--- config.mk ---
export PLATFORM = sky130hd
export DESIGN_NAME = nexi_uart_rx_sampler_flat
export DESIGN_NICKNAME = d
export VERILOG_FILES = /design/src/rtl/nexi_uart_rx_sampler_if.sv /design/src/rtl/nexi_uart_rx_sampler.sv /design/src/flat_wrapper.sv
export SDC_FILE = /design/constraint.sdc
export NUM_CORES = 1
export LEC_CHECK = 0
export CAP_MARGIN = 40
export CORE_MARGIN = 4
export CORE_UTILIZATION = 59
export DETAILED_ROUTE_END_ITERATION = 7
export PLACE_DENSITY_LB_ADDON = 0.08
export SYNTH_ARGS = -nofsm -noshare
export SYNTH_HDL_FRONTEND = slang
export SYNTH_SLANG_ARGS = --single-unit
--- constraint.sdc ---
create_clock -name clk_i -period 3.8 [get_ports clk_i]
set_input_delay 0.76 -clock clk_i [delete_from_list [all_inputs] [get_ports clk_i]]
set_output_delay 0.76 -clock clk_i [all_outputs]
set_load 0.05 [all_outputs]
--- src/rtl/nexi_uart_rx_sampler_if.sv ---
// Byte-delivery handshake between the UART rx sampler (master) and the RBR load path (slave).
interface nexi_uart_rx_sampler_if #(
    parameter int DATA_WIDTH = 8
);
    logic [DATA_WIDTH-1:0] data_o;
    logic                  data_ready_o;
    logic                  frame_err_o;
    logic                  parity_err_o;
    logic                  overrun_o;
    logic                  read_ack_i;

    modport master (
        output data_o, data_ready_o, frame_err_o, parity_err_o, overrun_o,
        input  read_ack_i
    );

    modport slave (
        input  data_o, data_ready_o, frame_err_o, parity_err_o, overrun_o,
        output read_ack_i
    );
endinterface

--- src/rtl/nexi_uart_rx_sampler.sv ---
// 16x-oversampling UART receiver front end with majority-vote sampling and ready/ack delivery.
// Define NEXI_UART_RX_PARITY_EN to add an even-parity bit between the data and stop bits.
module nexi_uart_rx_sampler #(
    parameter int CLK_DIV     = 27,
    parameter int DATA_WIDTH  = 8,
    parameter int SYNC_STAGES = 2
) (
    input  logic                   clk_i,
    input  logic                   rst_i,
    input  logic                   rx_pin,
    nexi_uart_rx_sampler_if.master bus
);
    localparam int DIV_W = $clog2(CLK_DIV);
    localparam int IDX_W = $clog2(DATA_WIDTH + 1);

    typedef enum logic [2:0] {
        ST_IDLE, ST_START, ST_DATA, ST_PARITY, ST_STOP, ST_BREAK
    } state_t;

    state_t                  state_q, state_d;
    logic [SYNC_STAGES-1:0]  sync_q, fill_q;
    logic                    rx_s, rx_prev_q, armed_q, fall_edge;
    logic [DIV_W-1:0]        div_cnt_q;
    logic [3:0]              os_cnt_q;
    logic                    tick, bit_done, bit_val;
    logic [2:0]              smp_q;
    logic [DATA_WIDTH-1:0]   shift_q;
    logic [IDX_W-1:0]        bit_idx_q;
    logic                    start_evt, shift_en, idx_clr, par_en, deliver_evt;
    logic                    new_ferr, new_perr, hold_new, do_deliver;
    logic [DATA_WIDTH-1:0]   data_q, pend_data_q, src_data;
    logic                    rdy_q, ferr_q, perr_q, ovr_q;
    logic                    pend_q, pend_ferr_q, pend_perr_q, src_ferr, src_perr;

    // Synchroniser; armed_q only sets once a genuinely sampled high level has been seen,
    // so a line held low across reset release cannot fake a start edge.
    assign rx_s      = sync_q[SYNC_STAGES-1];
    assign fall_edge = armed_q && rx_prev_q && !rx_s;

    always_ff @(posedge clk_i or posedge rst_i) begin
        if (rst_i) begin
            sync_q    <= '1;
            fill_q    <= '0;
            rx_prev_q <= 1'b1;
            armed_q   <= 1'b0;
        end else begin
            sync_q    <= {sync_q[SYNC_STAGES-2:0], rx_pin};
            fill_q    <= {fill_q[SYNC_STAGES-2:0], 1'b1};
            rx_prev_q <= rx_s;
            if (fill_q[SYNC_STAGES-1] && rx_s)
                armed_q <= 1'b1;
        end
    end

    assign tick     = (div_cnt_q == DIV_W'(CLK_DIV - 1));
    assign bit_done = tick && (os_cnt_q == 4'd15);
    assign bit_val  = (smp_q[0] & smp_q[1]) | (smp_q[0] & smp_q[2]) | (smp_q[1] & smp_q[2]);

    always_ff @(posedge clk_i or posedge rst_i) begin
        if (rst_i) begin
            div_cnt_q <= '0;
            os_cnt_q  <= '0;
            smp_q     <= '0;
        end else begin
            if (start_evt) begin
                div_cnt_q <= '0;
                os_cnt_q  <= '0;
            end else if (tick) begin
                div_cnt_q <= '0;
                os_cnt_q  <= os_cnt_q + 4'd1;
            end else begin
                div_cnt_q <= div_cnt_q + DIV_W'(1);
            end
            if (tick && (os_cnt_q >= 4'd7) && (os_cnt_q <= 4'd9))
                smp_q <= {smp_q[1:0], rx_s};
        end
    end

    always_ff @(posedge clk_i or posedge rst_i) begin
        if (rst_i) state_q <= ST_IDLE;
        else       state_q <= state_d;
    end

    always_comb begin
        state_d = state_q;
        case (state_q)
            ST_IDLE:   if (fall_edge) state_d = ST_START;
            ST_START:  if (bit_done) state_d = bit_val ? ST_IDLE : ST_DATA;
            ST_DATA:
                if (bit_done && (bit_idx_q == IDX_W'(DATA_WIDTH - 1))) begin
`ifdef NEXI_UART_RX_PARITY_EN
                    state_d = ST_PARITY;
`else
                    state_d = ST_STOP;
`endif
                end
            ST_PARITY: if (bit_done) state_d = ST_STOP;
            ST_STOP:   if (bit_done) state_d = bit_val ? ST_IDLE : ST_BREAK;
            ST_BREAK:  if (rx_s) state_d = ST_IDLE;
            default:   state_d = ST_IDLE;
        endcase
    end

    always_comb begin
        start_evt   = (state_q == ST_IDLE) && fall_edge;
        idx_clr     = (state_q == ST_START);
        shift_en    = (state_q == ST_DATA) && bit_done;
        par_en      = (state_q == ST_PARITY) && bit_done;
        deliver_evt = (state_q == ST_STOP) && bit_done;
    end

    always_ff @(posedge clk_i or posedge rst_i) begin
        if (rst_i) begin
            shift_q   <= '0;
            bit_idx_q <= '0;
        end else begin
            if (idx_clr)
                bit_idx_q <= '0;
            else if (shift_en)
                bit_idx_q <= bit_idx_q + IDX_W'(1);
            if (shift_en)
                shift_q <= {bit_val, shift_q[DATA_WIDTH-1:1]};
        end
    end

`ifdef NEXI_UART_RX_PARITY_EN
    logic parity_q;
    always_ff @(posedge clk_i or posedge rst_i) begin
        if (rst_i)       parity_q <= 1'b0;
        else if (par_en) parity_q <= bit_val;
    end
    assign new_perr = ^{shift_q, parity_q};
`else
    assign new_perr = 1'b0;
`endif

    // A byte finishing while the consumer still holds ack from the previous byte is parked
    // in the pending buffer until ack drops; a newer byte replaces anything parked.
    assign new_ferr   = ~bit_val;
    assign hold_new   = deliver_evt && bus.read_ack_i && !rdy_q;
    assign do_deliver = (deliver_evt && !hold_new) || (pend_q && !bus.read_ack_i);
    assign src_data   = deliver_evt ? shift_q  : pend_data_q;
    assign src_ferr   = deliver_evt ? new_ferr : pend_ferr_q;
    assign src_perr   = deliver_evt ? new_perr : pend_perr_q;

    always_ff @(posedge clk_i or posedge rst_i) begin
        if (rst_i) begin
            data_q      <= '0;
            rdy_q       <= 1'b0;
            ferr_q      <= 1'b0;
            perr_q      <= 1'b0;
            ovr_q       <= 1'b0;
            pend_q      <= 1'b0;
            pend_data_q <= '0;
            pend_ferr_q <= 1'b0;
            pend_perr_q <= 1'b0;
        end else begin
            ovr_q <= do_deliver && rdy_q;
            if (hold_new) begin
                pend_q      <= 1'b1;
                pend_data_q <= shift_q;
                pend_ferr_q <= new_ferr;
                pend_perr_q <= new_perr;
            end else if (do_deliver) begin
                pend_q <= 1'b0;
            end
            if (do_deliver) begin
                data_q <= src_data;
                ferr_q <= src_ferr;
                perr_q <= src_perr;
                rdy_q  <= 1'b1;
            end else if (bus.read_ack_i) begin
                rdy_q  <= 1'b0;
            end
        end
    end

    assign bus.data_o       = data_q;
    assign bus.data_ready_o = rdy_q;
    assign bus.frame_err_o  = ferr_q;
    assign bus.parity_err_o = perr_q;
    assign bus.overrun_o    = ovr_q;
endmodule

--- src/flat_wrapper.sv ---
// flat-port wrapper written by rule: the top's interface ports become plain ports
module nexi_uart_rx_sampler_flat 
#(
    parameter int CLK_DIV     = 27,
    parameter int DATA_WIDTH  = 8,
    parameter int SYNC_STAGES = 2
)
  (clk_i, rst_i, rx_pin, bus_data_o, bus_data_ready_o, bus_frame_err_o, bus_parity_err_o, bus_overrun_o, bus_read_ack_i);
  nexi_uart_rx_sampler_if #(.DATA_WIDTH(DATA_WIDTH)) bus_i ();
  input  logic clk_i;
  input  logic rst_i;
  input  logic rx_pin;
  output wire logic [$bits(bus_i.data_o)-1:0] bus_data_o;
  output wire logic [$bits(bus_i.data_ready_o)-1:0] bus_data_ready_o;
  output wire logic [$bits(bus_i.frame_err_o)-1:0] bus_frame_err_o;
  output wire logic [$bits(bus_i.parity_err_o)-1:0] bus_parity_err_o;
  output wire logic [$bits(bus_i.overrun_o)-1:0] bus_overrun_o;
  input wire logic [$bits(bus_i.read_ack_i)-1:0] bus_read_ack_i;
  assign bus_data_o = bus_i.data_o;
  assign bus_data_ready_o = bus_i.data_ready_o;
  assign bus_frame_err_o = bus_i.frame_err_o;
  assign bus_parity_err_o = bus_i.parity_err_o;
  assign bus_overrun_o = bus_i.overrun_o;
  assign bus_i.read_ack_i = bus_read_ack_i;
  nexi_uart_rx_sampler #(.CLK_DIV(CLK_DIV), .DATA_WIDTH(DATA_WIDTH), .SYNC_STAGES(SYNC_STAGES)) u_core (.clk_i(clk_i), .rst_i(rst_i), .rx_pin(rx_pin), .bus(bus_i));
endmodule
==> flow_summary_export.csv <==
group,metric,value,unit
run_status,outcome,"finished, final reports clean",
finish,final_common_cell,"dfrtp_1",
finish,nets,220,
finish,area_growth,11.3,%
power,p_total,1.31,mW
sta,period_minus_slack,2.41,ns
finish,fill_cells,299,
critical_path,critPathCaptureType,"flip-flop",
finish,drive_gt1_share,28.0,%
logic_synthesis,yosys-top-cells-area,"dfrtp_1 51%, mux2_2 17%, dfstp_2 3.2%",
power,p_per_area,473,mW/mm2
critical_path,crit_family,"simple AND/OR/NAND/NOR gates",
placement,dpl.cell_count,253,
detailed_routing,drc_errors,0,
floorplanning,die_h,72.9,um
detailed_routing,wire_per_inst,16.4,um
cts,cts_hold_buffers,0,
floorplanning,die-area,0.00531,mm2
critical_path,crit_slowest_cell,"nor3_4",
grt,grt_pass1_wl,7500,um
floorplanning,fp-row-count,23,
detailed_routing,first_pass_iters,4,
placement,gp_congestion,0.849,
sta,finalHoldViolations,0,
cts,postCtsSetupBuffers,0,
sta,fmax,0.415,GHz
finish,layout.cells.non_filler,261,
logic_synthesis,yosys.area.top_type,"dfrtp_1",
cts,cts-resized-gates,0,
floorplanning,die_x,72.9,um
power,leakage,1.34,nW
cts,clockBufferDepth,2,
critical_path,path_cells,"inv_1 > ha_1 > nand4b_2 > nor3_4 > a2bb2oi_4 > mux2_2",
sta,tightest_slew,0.831,ns
logic_synthesis,syn_area,0.00248,mm2
power,irDropWorstVdd,0.315,mV
sta,slew_violations,0,
logic_synthesis,netlist.area_leader.share,51.4,%
critical_path,slowest_delay,0.61,ns
placement,dp.final_hpwl,3160,um
sta,finalSetupViolations,0,
finish,final_cell_mix,"51 x dfrtp_1, 38 x mux2_2, 17 x nor2_1",
sta,slew_headroom,44.1,%
detailed_routing,drt_iter0_markers,94,
placement,io_buffers,14,
floorplanning,ios,16,
detailed_routing,vias_per_cell,5.64,
cts,clk_latency,0.31,ns
grt,grt_max_degree,34,
critical_path,path_class,"reg -> reg",
floorplanning,initial_core_util,61.6,%
detailed_routing,drt-total-wl,4290,um
sta,rsz0062_at_grt,"false",
finish,insertedDiodeCount,0,
critical_path,cp.arrival,2.61,ns
detailed_routing,ant_nets,0,
detailed_routing,via_count,1473,
cts,clock_sinks,54,
logic_synthesis,post_synth_num_cell_types,40,
logic_synthesis,seq_area_frac_synth,54.6,%
logic_synthesis,synthArstFlopShare,100,%
sta,finClkSkew,0.00804,ns
cts,cts_tree,"yes",
critical_path,start_kind,"flip-flop",
worst_hold_path,hp-class,"reg -> reg",
logic_synthesis,ys.flop_type,"dfrtp_1",
logic_synthesis,synth_fp_nets,204,
sta,setup-tns-final,0,ns
logic_synthesis,avgSynthCellArea,12.8,um2
critical_path,cp.required,3.99,ns
floorplanning,coreArea,0.00403,mm2
grt,grt_pass1_vias,1538,
logic_synthesis,postSynthRegisterBits,54,
grt,track_usage,18.6,%
flow_run,maxCapViolations,0,
critical_path,critPathMaxFanout,11,
cts,numCtsBuffers,5,
sta,fin_crit_sh,63.5,%
critical_path,crit_buf_inv,1,
logic_synthesis,synth_edf_count,0,
cts,path_clk_slew,0.09,ns
cts,cts_max_level,2,
cts,ctsRootBufferMaster,"clkbuf_8",
logic_synthesis,synth_cells,194,
logic_synthesis,synth_warnings,0,
grt,antenna_found_initial,0,
grt,grt.overflow.total,0,
synthesized netlist by cell type (all sizes together), types with 2 or more instances:
master / count
and3: 2
ha: 6
xnor2: 4
nand4: 3
nand2: 9
mux2i: 2
buf: 6
a21oi: 4
nand3: 4
o21ai: 3
dfrtp: 51
mux2: 38
nor2: 17
xor2: 5
a2bb2oi: 2
a21o: 3
dfstp: 3
conb: 2
nor4: 3
nor3: 2
or3b: 2
inv: 7
nor3b: 3
through the flow:
stage / instance area, um2 / hold WS (ns) / setup slack, ns / util (%)
detailed placement: 2670 / 0.345 / 1.37 / 66.2
global placement: 2650 / 0.333 / 1.46 / 65.7
finish: 2760 / 0.361 / 1.39 / 68.6
global route: 2760 / 0.373 / 1.21 / 68.6
CTS: 2760 / 0.366 / 1.36 / 68.6
floorplan: 2480 / 0.331 / 1.73 / -
layout make-up:
type | instances | area, um2 | share of cell area, %
tap | 50 | 62.6 | 2.26
timing repair buffer | 16 | 168 | 6.07
sequential | 54 | 1360 | 49.0
multi-input combinational | 126 | 1060 | 38.2
clock inverter | 1 | 8.76 | 0.317
clock buffer | 7 | 86.3 | 3.12
inverter | 7 | 26.3 | 0.951
report_power, final:
part / switching, mW / leakage, nW / internal (mW)
Clock: 0.181 / 0.0489 / 0.151
Sequential: 0.0703 / 0.717 / 0.629
Combinational: 0.146 / 0.572 / 0.129
worst paths after layout:
path	slack (ns)	cells past startpoint	startpoint	to
max	1.39	6	u_core.div_cnt_q[0]$_DFF_PP0_	u_core.bus.data_o[5]$_DFFE_PP0P_
min	0.36	0	u_core.fill_q[0]$_DFF_PP0_	u_core.fill_q[1]$_DFF_PP0_
max reg2reg	1.39	6	u_core.div_cnt_q[0]$_DFF_PP0_	u_core.bus.data_o[5]$_DFFE_PP0P_
min reg2reg	0.36	0	u_core.fill_q[0]$_DFF_PP0_	u_core.fill_q[1]$_DFF_PP0_
max in group asynchronous	2.48	3	rst_i	u_core.shift_q[3]$_DFFE_PP0P_
min in group asynchronous	0.79	2	rst_i	u_core.smp_q[1]$_DFFE_PP0P_
flip-flops by register name, summed over array words and instances (netlist names), 3 cells and up:
| name | cells |
|---|---|
| u_core.state_q | 3 |
| u_core.pend_data_q | 8 |
| u_core.bus.data_o | 8 |
| u_core.os_cnt_q | 4 |
| u_core.div_cnt_q | 5 |
| u_core.shift_q | 8 |
| u_core.smp_q | 3 |
| u_core.bit_idx_q | 4 |
cell families after synthesis:
logic type / synth area share [%]
other: 0.303
xor gates and xnor gates: 3.18
and+or+nand+nor: 12.1
buffers and inverters: 2.82
adders and majority gates: 3.03
AOI/OAI and AO/OA: 5.90
DFF: 54.6
muxes: 18.1
metal layers:
layer  GRT usage (%)  wire length, um  part of all wire [%]
met4            6.35               57                   1.3
met1            25.1             1960                    46
met5               0                0                     0
met2            29.7             2070                    48
met3            4.27              199                   4.6
worst register-to-register path: stages (launching register included):
cell,delay [ns]
dfrtp_1,0.42
inv_1,0.07
ha_1,0.17
nand4b_2,0.28
nor3_4,0.61
a2bb2oi_4,0.37
mux2_2,0.38
Note: power is estimated with default switching activity, not from simulation.
